[config.mk]
export PLATFORM = sky130hd
export DESIGN_NAME = latch_bank_writer
export DESIGN_NICKNAME = d
export VERILOG_FILES = /design/src/rtl/latch_bank_writer.sv
export SDC_FILE = /design/constraint.sdc
export NUM_CORES = 1
export LEC_CHECK = 0
export CAP_MARGIN = 25
export CORE_ASPECT_RATIO = 0.7
export CORE_UTILIZATION = 45
export CTS_CLUSTER_SIZE = 14
export DETAILED_ROUTE_END_ITERATION = 12
export MAX_ROUTING_LAYER = met4
export PLACE_DENSITY = 0.76
export SETUP_SLACK_MARGIN = 0.02
export SLEW_MARGIN = 5
export SYNTH_ARGS = -nofsm -noshare
export SYNTH_HDL_FRONTEND = slang
export SYNTH_SLANG_ARGS = --single-unit
[constraint.sdc]
create_clock -name clock -period 4.2 [get_ports clock]
set_input_delay 0.63 -clock clock [delete_from_list [all_inputs] [get_ports clock]]
set_output_delay 0.63 -clock clock [all_outputs]
set_load 0.03 [all_outputs]
[src/rtl/latch_bank_writer.sv]
// latch_bank_writer: valid/ready write/clear sequencer for a bank of level-sensitive latches.
// Define LATCH_BANK_WRITER_VERIFY_EN to add the lat_q readback compare and mismatch output.
module latch_bank_writer #(
  parameter int DATA_W     = 8,
  parameter int NUM_LATCH  = 4,
  parameter int ADDR_W     = 2,
  parameter int SETUP_CYC  = 1,
  parameter int STROBE_CYC = 2,
  parameter int HOLD_CYC   = 1
) (
  input  logic                 clock,
  input  logic                 clear,
  input  logic                 req_valid,
  output logic                 req_ready,
  input  logic [ADDR_W-1:0]    req_addr,
  input  logic [DATA_W-1:0]    req_data,
  input  logic                 req_clr,
  output logic [DATA_W-1:0]    lat_d,
  output logic [NUM_LATCH-1:0] lat_en,
  output logic [NUM_LATCH-1:0] lat_clr,
  output logic                 busy,
`ifdef LATCH_BANK_WRITER_VERIFY_EN
  input  logic [NUM_LATCH*DATA_W-1:0] lat_q,
  output logic                 mismatch,
`endif
  output logic                 done
);
  localparam int MAXC = SETUP_CYC > STROBE_CYC ? (SETUP_CYC > HOLD_CYC ? SETUP_CYC : HOLD_CYC)
                                               : (STROBE_CYC > HOLD_CYC ? STROBE_CYC : HOLD_CYC);
  localparam int CW = $clog2(MAXC + 1);
  localparam logic [CW-1:0] SETUP_LD  = CW'(SETUP_CYC > 0 ? SETUP_CYC - 1 : 0);
  localparam logic [CW-1:0] STROBE_LD = CW'(STROBE_CYC - 1);
  localparam logic [CW-1:0] HOLD_LD   = CW'(HOLD_CYC > 0 ? HOLD_CYC - 1 : 0);
  typedef enum logic [1:0] {IDLE, SETUP, STROBE, HOLD} state_t;
  state_t state_q, state_d;
  logic [CW-1:0] cnt_q, cnt_d;
  logic [ADDR_W-1:0] addr_q, addr_d;
  logic clr_q, clr_d, done_q, done_d, accept;
  logic [DATA_W-1:0] lat_d_q, lat_d_d;
  logic [NUM_LATCH-1:0] en_q, en_d, lclr_q, lclr_d, onehot;
  assign req_ready = (state_q == IDLE) & ~clear;
  assign accept    = req_valid & req_ready;
  assign busy      = state_q != IDLE;
  assign lat_d     = lat_d_q;
  assign lat_en    = en_q;
  assign lat_clr   = lclr_q;
  assign done      = done_q;
  always_comb begin
    state_d = state_q;
    cnt_d   = cnt_q;
    addr_d  = addr_q;
    clr_d   = clr_q;
    lat_d_d = lat_d_q;
    if (state_q == IDLE) begin
      if (accept) begin
        state_d = SETUP_CYC > 0 ? SETUP : STROBE;
        cnt_d   = SETUP_CYC > 0 ? SETUP_LD : STROBE_LD;
        addr_d  = req_addr;
        clr_d   = req_clr;
        lat_d_d = req_clr ? '0 : req_data;
      end
    end else if (cnt_q != '0) begin
      cnt_d = cnt_q - CW'(1);
    end else begin
      state_d = state_q == SETUP ? STROBE : (state_q == STROBE && HOLD_CYC > 0) ? HOLD : IDLE;
      cnt_d   = state_d == STROBE ? STROBE_LD : state_d == HOLD ? HOLD_LD : '0;
    end
    // Out-of-range addresses still walk every phase but raise no strobe bit.
    onehot = int'(addr_d) < NUM_LATCH ? NUM_LATCH'(1) << addr_d : '0;
    en_d   = (state_d == STROBE && !clr_d) ? onehot : '0;
    lclr_d = (state_d == STROBE && clr_d) ? onehot : '0;
    done_d = state_q != IDLE && state_d == IDLE;
  end
`ifdef LATCH_BANK_WRITER_VERIFY_EN
  logic mm_q, mm_d;
  logic in_range;
  int sel;
  assign mismatch = mm_q;
  always_comb begin
    in_range = int'(addr_q) < NUM_LATCH;
    sel      = in_range ? int'(addr_q) : 0;
    mm_d     = done_d && in_range && (lat_q[sel*DATA_W +: DATA_W] != lat_d_q);
  end
  always_ff @(posedge clock or posedge clear)
    if (clear) mm_q <= 1'b0;
    else mm_q <= mm_d;
`endif
  always_ff @(posedge clock or posedge clear) begin
    if (clear) begin
      state_q <= IDLE;
      cnt_q   <= '0;
      addr_q  <= '0;
      clr_q   <= 1'b0;
      lat_d_q <= '0;
      en_q    <= '0;
      lclr_q  <= '0;
      done_q  <= 1'b0;
    end else begin
      state_q <= state_d;
      cnt_q   <= cnt_d;
      addr_q  <= addr_d;
      clr_q   <= clr_d;
      lat_d_q <= lat_d_d;
      en_q    <= en_d;
      lclr_q  <= lclr_d;
      done_q  <= done_d;
    end
  end
endmodule

**Word level (Yosys, flattened, before mapping)**

Index checks and enable logic that the tools add are counted.

- Bits in registers: 24
- Bits of input ports: 14
- Output and inout bits: 19
- Word-level logic and storage cells: 43

- Add/sub/neg operators: 1
- Equal/unequal tests: 5
- Shifts and indexed selects: 1
- Mux-type cells: 16
- Bitwise logic cells: 3
- Reductions and logical operators: 9

Operators with widths:

| operator | count |
|---|---|
| 2-to-1 mux 2 bit | 10 |
| 2-to-1 mux 4 bit | 2 |
| 2-to-1 mux 8 bit | 1 |
| == test 2 bit (second input constant) | 3 |
| zero test 2 bit | 2 |
| nonzero test 2 bit | 2 |
| left shift 1 x 2 -> 4 bit (first input constant) | 1 |
| logical AND 1 bit | 3 |
| 2-to-1 mux 1 bit | 3 |
| bitwise AND 1 bit | 2 |
| == test 2 x 1 -> 1 bit (second input constant) | 1 |
| != test 2 bit (second input constant) | 1 |
| AND reduction 2 bit | 1 |
| subtractor 2 x 1 -> 2 bit (second input constant) | 1 |
| zero test 1 bit | 1 |
| inverter 1 bit | 1 |

**Depth between registers and ports, before layout**

Gate-level depths: netlist of run 1.

- Word-level depth: 8
- Depth in mapped cells: 7
- Mapped depth without buffers: 6

**Worst setup path after synthesis of run 1**

Ideal clock, no wire load.

- Path kind: reg2out
- Start point: register state_q[0]
- End point: output port req_ready
- Arrival: 1429 ps
- Data required time: 3570 ps
- Slack: 2141 ps
- Cell stages (with the launch flop): 6
- Buffers on the path: 1
- Path through: dfrtp_1 -> inv_1 -> ha_1 -> buf_6 -> inv_1 -> nor2_1

- Longest elaborated chain between the ends: 2

Ends and longest elaborated chain:

| what | line | RTL |
|---|---|---|
| from (decl) | 35 | `state_t state_q, state_d;` |
| from (signal assigned) | 99 | `state_q <= state_d;` |
| zero test 2 bit | 41 | `assign req_ready = (state_q == IDLE) & ~clear;` |
| bitwise AND 1 bit | 41 |  |
| to (decl) | 14 | `output logic req_ready,` |

No other way between the ends.

**Worst setup path in the final report of run 1**

Ends and elaborated chain as after synthesis.

==> results of run 1 <==
worst min-delay path: cells and delay by family, from the launching register on:
family,cells,cell delay (ns)
flops,1,0.35
simple gates,1,0.05
compound gates,1,0.06
layout make-up:
cell class | instances | area, sq um
repair buffers | 32 | 320
flip-flops and latches | 24 | 601
well taps | 32 | 40.0
fillers | 171 | 752
multi-input cells | 69 | 453
clock buffers | 4 | 36.3
inverters | 6 | 22.5
path summary, 6_finish.rpt:
path                       startpoint          to  slack, ns  depth (start not counted)
setup reg to reg           state_q[0]   lat_en[3]       2.04                          6
setup / recovery           state_q[0]   req_ready       1.31                          5
min in group asynchronous       clear  lat_clr[3]       0.87                          2
hold reg to reg              lat_d[6]    lat_d[6]       0.50                          2
max in group asynchronous       clear    lat_d[5]       2.81                          2
hold / removal               lat_d[6]    lat_d[6]       0.50                          2
state kept, by name, indices dropped and copies added, names as in the netlist:
name,cells
addr_q,2
lat_d,8
state_q,2
done,1
lat_clr,4
lat_en,4
clr_q,1
cnt_q,2
layer usage:
layer | vias to the layer above | GRT usage
met1 | 391 | 0.256
li1 | 422 | -
met5 | - | -
met3 | 2 | 0.0457
met2 | 34 | 0.266
met4 | 0 | 0.0409
placed cells by master (no fill, tap or decap):
cell type / count
a21oi_1: 2
nor2_1: 4
o31a_1: 1
o21a_4: 1
o21ai_0: 10
dfrtp_1: 24
nor4b_1: 1
clkbuf_8: 1
nor4_1: 1
clkdlybuf4s50_1: 32
nand3b_4: 1
nand2_1: 10
clkbuf_4: 3
ha_1: 3
a21o_1: 1
nor3_1: 9
mux2_2: 3
o22a_1: 1
a2111oi_0: 1
nor2b_1: 1
or2b_1: 1
mux2i_1: 2
inv_1: 6
nor3b_1: 2
a31oi_1: 4
or4b_1: 1
nand2b_1: 9
kinds of logic after synthesis:
group,count (synthesis),share of synthesized area
and+or+nand+nor,40,0.208
DFF,24,0.549
AOI/OAI and AO/OA,21,0.122
buffers and inverters,9,0.0377
muxes,5,0.0491
adders and majority gates,3,0.0343
synth_stat cells, types with 2 or more instances:
master | number | area share
nand2b_1 | 9 | 0.051
inv_1 | 6 | 0.021
a31oi_1 | 4 | 0.023
nor2_1 | 4 | 0.014
clkbuf_1 | 2 | 0.0069
mux2i_1 | 2 | 0.018
mux2_2 | 3 | 0.031
nor3_1 | 9 | 0.041
nand2_1 | 10 | 0.034
dfrtp_1 | 24 | 0.55
nor3b_1 | 2 | 0.014
a21oi_1 | 2 | 0.0091
ha_1 | 3 | 0.034
o21ai_0 | 10 | 0.046
report_power, final:
part           internal (mW)  switching [mW]  leakage, nW  total, mW
clock network         0.0529          0.0597       0.0210      0.113
logic                  0.230           0.322        0.312      0.552
registers              0.305          0.0438        0.316      0.349
==> flow_summary.toml, run 1 <==
[route]
initialDrtViolationCount = 17
wl_per_cell_um = 12.4
viasPerCell = 5.08
m1WireLength_um = 1020
dr.pass1.iters = 4
route.final.wire_length_um = 2070
drc_errors = 0
highest_layer = "met4"
wl_met3_um = 131
routed-wl-met2_um = 905
vias = 849
postRouteAntennaNets = 0

[job]
max_cap_violations = 0

[sta]
rsz0062_at_grt = "false"
max_slew_margin = 0.434
fin_crit_sh = 0.689
clock-skew-final_ns = 0.00754
finalSetupViolCount = 0
tns_ns = 0
tightest_slew_ns = 0.848
slew_violations = 0
hold_viol = 0
clock.fmax_mhz = 346
whs_ns = 0.499
period_needed_ns = 2.89
fin_ws_ns = 1.31

[finish]
drive_above_1_share = 0.0667
layoutNonFillerInstCount = 167
antennaDiodeCount = 0
fin_util = 0.662
nets = 153
finalInstanceArea_sq_mm = 0.00147
syn2layout_area_growth_pct = 34.5

[critical_path]
crit_arrival_ns = 2.26
crit_path_start_kind = "register"
cp_top_family = "buffers and inverters"
crit_path_max_fanout = 9
critPathSlowestCell = "clkdlybuf4s50_1"
crit_chain = "inv_1, ha_1, inv_1, nor2_1, clkdlybuf4s50_1"
end_kind = "primary output"
slowest_delay_ns = 0.69
worst_path_most_repeated_cell = "inv_1"
required_ns = 3.57
crit_buf_inv = 3
path_class = "register to primary output"

[grt]
grt_pass1_vias = 728
grt_util_all_layers = 0.182
overflow = 0
antenna_found_initial = 0
grt_pass1_wl_um = 3340
grt_max_degree = 28

[cts]
cts_resized = 0
cts_buffers = 3
h-tree-depth = 1
ctsHoldBuffers = 0
cts_root_buf = "clkbuf_4"
clock_path_buffers = 2
cts_tree = "yes"
clk_pin_slew_ns = 0.12
post-cts-setup-buffer-count = 0
clk-insertion-delay-late_ns = 0.30
cts.sinks = 24

[min_path]
worst_hold_path_type = "register to register"

[place]
port_buffers = 32
dpl_worst_slack_ns = 1.65
placedInstanceArea_sq_mm = 0.00144
dp_hpwl_um = 1630
dpl.cell_count = 163
gp_congestion = 0.797

[power]
power.density_mw_per_mm2 = 688
vdd_drop_max_v = 0.000352
finalPower_mw = 1.01
p_leak_nw = 0.648

[die]
die_height_um = 43.3
dieArea_sq_mm = 0.00264
coreArea_sq_mm = 0.00222
initial_core_util = 0.492
pin_count = 33
placementRows = 14
die_w_um = 61.0

[synth]
yosys_warnings = 0
ys.flop_type = "dfrtp_1"
ys_seq_elements = 24
syn_avg_cell_area_sq_um = 10.7
synthArstFlopShare = 1.00
syn-num-nets = 119
syn_area_sq_mm = 0.00109
synth_edf_count = 0
syn_inst = 102
synthDistinctLibCells = 26
synth-seq-area-share = 0.549

[outcome]
status = "complete, no violations"
(Power assumes the default switching activity.)
==> run 2, diff against run 1 <==
Clock period 4.2 ns to 2.9 ns, I/O delays scaled along.
==> flow_summary.toml, run 2 (synthesis gave the netlist of run 1 again) <==
[outcome]
status = "complete, no violations"

[sta]
fin_crit_sh = 0.934
tns_ns = 0
hold_viol = 0
clock.fmax_mhz = 369
max_slew_margin = 0.429
slew_violations = 0
tightest_slew_ns = 0.856
period_needed_ns = 2.71
finalSetupViolCount = 0
clock-skew-final_ns = 0.0104
rsz0062_at_grt = "false"

[min_path]
min-delay-start = "lat_d[1]"
whs_endpoint = "lat_d[1]"
whs_path_depth = 2
worst_hold_path_type = "register to register"

[cts]
post-cts-setup-buffer-count = 0
cts_tree = "yes"
ctsHoldBuffers = 0
h-tree-depth = 1
clk_pin_slew_ns = 0.13
clock_path_buffers = 2
cts.sinks = 24
cts_resized = 0
cts_buffers = 3
clk-insertion-delay-late_ns = 0.32
cts_root_buf = "clkbuf_4"

[grt]
grt_pass1_wl_um = 3770
grt_util_all_layers = 0.209
grt_pass1_vias = 800
grt_max_degree = 28
antenna_found_initial = 0
overflow = 0

[finish]
drive_above_1_share = 0.0667
mostFrequentLayoutCells = "32 x clkdlybuf4s50_1, 24 x dfrtp_1, 10 x nand2_1, 10 x o21ai_0"
final_common_cell = "clkdlybuf4s50_1"
nFillCells = 165
syn2layout_area_growth_pct = 36.0
nets = 153
antennaDiodeCount = 0
largest_register_ffs = 8
fin_util = 0.669

[critical_path]
required_ns = 2.47
worst_path_most_repeated_cell = "inv_1"
end_kind = "primary output"
rr_endpoint = "lat_en[3]"
path_class = "register to primary output"
reg2reg_slack_ns = 0.74
slowest_delay_ns = 0.68
r2r_start = "state_q[0]"
crit_chain = "inv_1, ha_1, inv_1, nor2_1, clkdlybuf4s50_1"
crit_buf_inv = 3
r2r_cells = 6
crit_path_start_kind = "register"
critPathSlowestCell = "clkdlybuf4s50_1"
crit_arrival_ns = 2.27
crit_path_max_fanout = 9
cp_top_family = "buffers and inverters"

[power]
power.density_mw_per_mm2 = 1040
vdd_drop_max_v = 0.000551
p_leak_nw = 0.655

[place]
gp_congestion = 0.783
dp_hpwl_um = 1720
port_buffers = 32

[die]
dieArea_sq_mm = 0.00264
die_w_um = 61.0
die_height_um = 43.3
placementRows = 14
pin_count = 33
coreArea_sq_mm = 0.00222
initial_core_util = 0.492

[route]
viasPerCell = 5.25
postRouteAntennaNets = 0
dr.pass1.iters = 4
wl_per_cell_um = 13.4
initialDrtViolationCount = 36
drc_errors = 0
vias = 877
route.final.wire_length_um = 2250

[job]
max_cap_violations = 0
-- run 2: cell types whose count changed in the layout (fill, tap and decap cells not counted), sizes merged --
cell / delta
clkbuf: -1
bufinv: +1
-- run 2: per-layer routing --
layer | wire length (um) | GRT usage | vias up
met3 | 120 | 0.0549 | 5
met5 | 0 | - | -
met1 | 1010 | 0.269 | 415
li1 | - | - | 419
met2 | 1090 | 0.327 | 38
met4 | 24 | 0.0545 | 0
-- run 2: final cells by class --
cell class | instances | area [sq um] | share of cell area
Inverter | 6 | 22.5 | 0.0151
Clock buffer | 3 | 22.5 | 0.0151
Multi-Input combinational cell | 69 | 453 | 0.304
Clock inverter | 1 | 30.0 | 0.0202
Sequential cell | 24 | 601 | 0.403
Timing Repair Buffer | 32 | 320 | 0.215
Tap cell | 32 | 40.0 | 0.0269
-- run 2: power breakdown --
part / leakage [nW] / total (mW) / internal (mW) / switching (mW)
Combinational: 0.312 / 0.804 / 0.333 / 0.471
Clock: 0.0279 / 0.236 / 0.140 / 0.0956
Sequential: 0.316 / 0.510 / 0.442 / 0.0673
Total: 0.655 / 1.55 / 0.915 / 0.634
-- run 2: metrics by stage --
stage | setup slack (ns) | cell area, sq um | total power [mW] | std cells | hold slack (ns)
final | 0.190 | 1490 | 1.55 | 167 | 0.494
after global routing | 0.0233 | 1490 | 1.65 | 167 | 0.541
after CTS | 0.191 | 1490 | 1.55 | 167 | 0.501
after detailed placement | 0.556 | 1440 | 1.31 | 163 | 0.473
after global placement | 0.652 | 1440 | 1.27 | 163 | 0.462
after floorplan | 1.04 | 1090 | 1.05 | 102 | 0.450
-- run 2: worst max path at each step --
stage                     startpoint         to  slack [ns]  cells past startpoint
final                     state_q[0]  req_ready        0.19                      5
after global routing      state_q[0]  req_ready        0.02                      5
after CTS                 state_q[0]  req_ready        0.19                      5
after detailed placement  state_q[0]  req_ready        0.56                      5
after global placement    state_q[0]  req_ready        0.65                      5
after floorplan           state_q[0]  req_ready        1.04                      5
-- run 2: worst register-to-register path, delay by kind of cell, from the launching register on --
family / cells / cell delay [ns]
buf+inv: 1 / 0.15
simple gates: 3 / 0.70
flops: 1 / 0.43
fa+ha+maj: 1 / 0.42
mux: 1 / 0.38
==> run 3, diff against run 2 <==
Settings changed: REMOVE_ABC_BUFFERS set to 1.
==> flow_summary.toml, run 3 (synthesis gave the netlist of run 1 again) <==
[finish]
syn2layout_area_growth_pct = 34.7
layoutNonFillerInstCount = 167
finalInstanceArea_sq_mm = 0.00148
mostFrequentLayoutCells = "32 x clkdlybuf4s50_1, 24 x dfrtp_1, 10 x nand2_1, 10 x o21ai_0"
antennaDiodeCount = 0
nets = 153
final_common_cell = "clkdlybuf4s50_1"
fin_util = 0.663
largest_register_ffs = 8
drive_above_1_share = 0.0741

[job]
max_cap_violations = 0

[grt]
grt_pass1_vias = 816
grt_util_all_layers = 0.210
grt_pass1_wl_um = 3730
antenna_found_initial = 0
overflow = 0
grt_max_degree = 28

[route]
viasPerCell = 5.03
route.final.wire_length_um = 2200
wl_per_cell_um = 13.2
initialDrtViolationCount = 33
postRouteAntennaNets = 0
vias = 840
dr.pass1.iters = 4
drc_errors = 0

[critical_path]
path_class = "register to primary output"
required_ns = 2.47
end_kind = "primary output"
crit_path_max_fanout = 9
cp-endpoint = "req_ready"
r2r_cells = 6
startpoint = "state_q[0]"
reg2reg_slack_ns = 0.87
rr_endpoint = "lat_en[1]"
crit_arrival_ns = 2.16
crit_path_start_kind = "register"
r2r_start = "state_q[0]"

[place]
placedInstanceArea_sq_mm = 0.00144
gp_congestion = 0.823
dpl.cell_count = 163
dpl_worst_slack_ns = 0.562
dp_hpwl_um = 1650
port_buffers = 32

[die]
initial_core_util = 0.492
dieArea_sq_mm = 0.00264
die_height_um = 43.3
coreArea_sq_mm = 0.00222
pin_count = 33
placementRows = 14
die_w_um = 61.0

[cts]
cts_tree = "yes"
cts.sinks = 24
clock_path_buffers = 2
clk-insertion-delay-late_ns = 0.32
cts_root_buf = "clkbuf_4"
clk_pin_slew_ns = 0.13
ctsHoldBuffers = 0
h-tree-depth = 1
cts_buffers = 3

[sta]
finalSetupViolCount = 0
max_slew_margin = 0.423
period_needed_ns = 2.60
fin_crit_sh = 0.896
clock.fmax_mhz = 385
whs_ns = 0.497
hold_viol = 0
slew_violations = 0
tns_ns = 0
tightest_slew_ns = 0.864
fin_ws_ns = 0.301
rsz0062_at_grt = "false"
clock-skew-final_ns = 0.00805

[min_path]
worst_hold_path_type = "register to register"

[power]
power.density_mw_per_mm2 = 1000
p_leak_nw = 0.647
finalPower_mw = 1.48
vdd_drop_max_v = 0.000525

[outcome]
status = "complete, no violations"
==> run 3: per-layer routing <==
| layer | up-vias | share of wire | track usage |
|---|---|---|---|
| met2 | 25 | 0.46 | 0.303 |
| met1 | 389 | 0.49 | 0.265 |
| met3 | 5 | 0.038 | 0.0671 |
| met5 | - | 0 | - |
| met4 | 0 | 0.019 | 0.105 |
| li1 | 421 | - | - |
==> run 3: timing repair <==
action | 4_1_cts | 5_1_grt
setup buffers | 0 | 0
resized for setup | 0 | 1
endpoints found under the setup margin | 0 | 1
==> run 3: layout make-up <==
class                      instances  area, sq um
fill                             171          749
sequential                        24          601
multi-input combinational         69          455
timing repair buffer              32          320
tap                               32         40.0
clock buffer                       4         36.3
inverter                           6         22.5
==> run 3: report_power, final <==
group / internal [mW] / switching (mW) / leakage [nW]
clock: 0.0768 / 0.0960 / 0.0210
combinational: 0.336 / 0.463 / 0.310
sequential: 0.442 / 0.0675 / 0.316
==> run 3: worst min path at each step <==
| stage | end | cells after the start | startpoint |
|---|---|---|---|
| 4_1_cts | lat_d[1] | 2 | lat_d[1] |
| 5_1_grt | lat_d[7] | 2 | lat_d[7] |
| 2_1_floorplan | addr_q[0] | 1 | clear |
| 6_report | lat_d[1] | 2 | lat_d[1] |
| 3_5_place_dp | lat_d[1] | 2 | lat_d[1] |
| 3_3_place_gp | lat_d[4] | 2 | lat_d[4] |
==> run 3: critical path, stage by stage (launching register included) <==
cell	delay (ns)
dfrtp_1	0.42
inv_1	0.15
ha_2	0.33
inv_1	0.11
nor2_1	0.15
clkdlybuf4s50_1	0.69
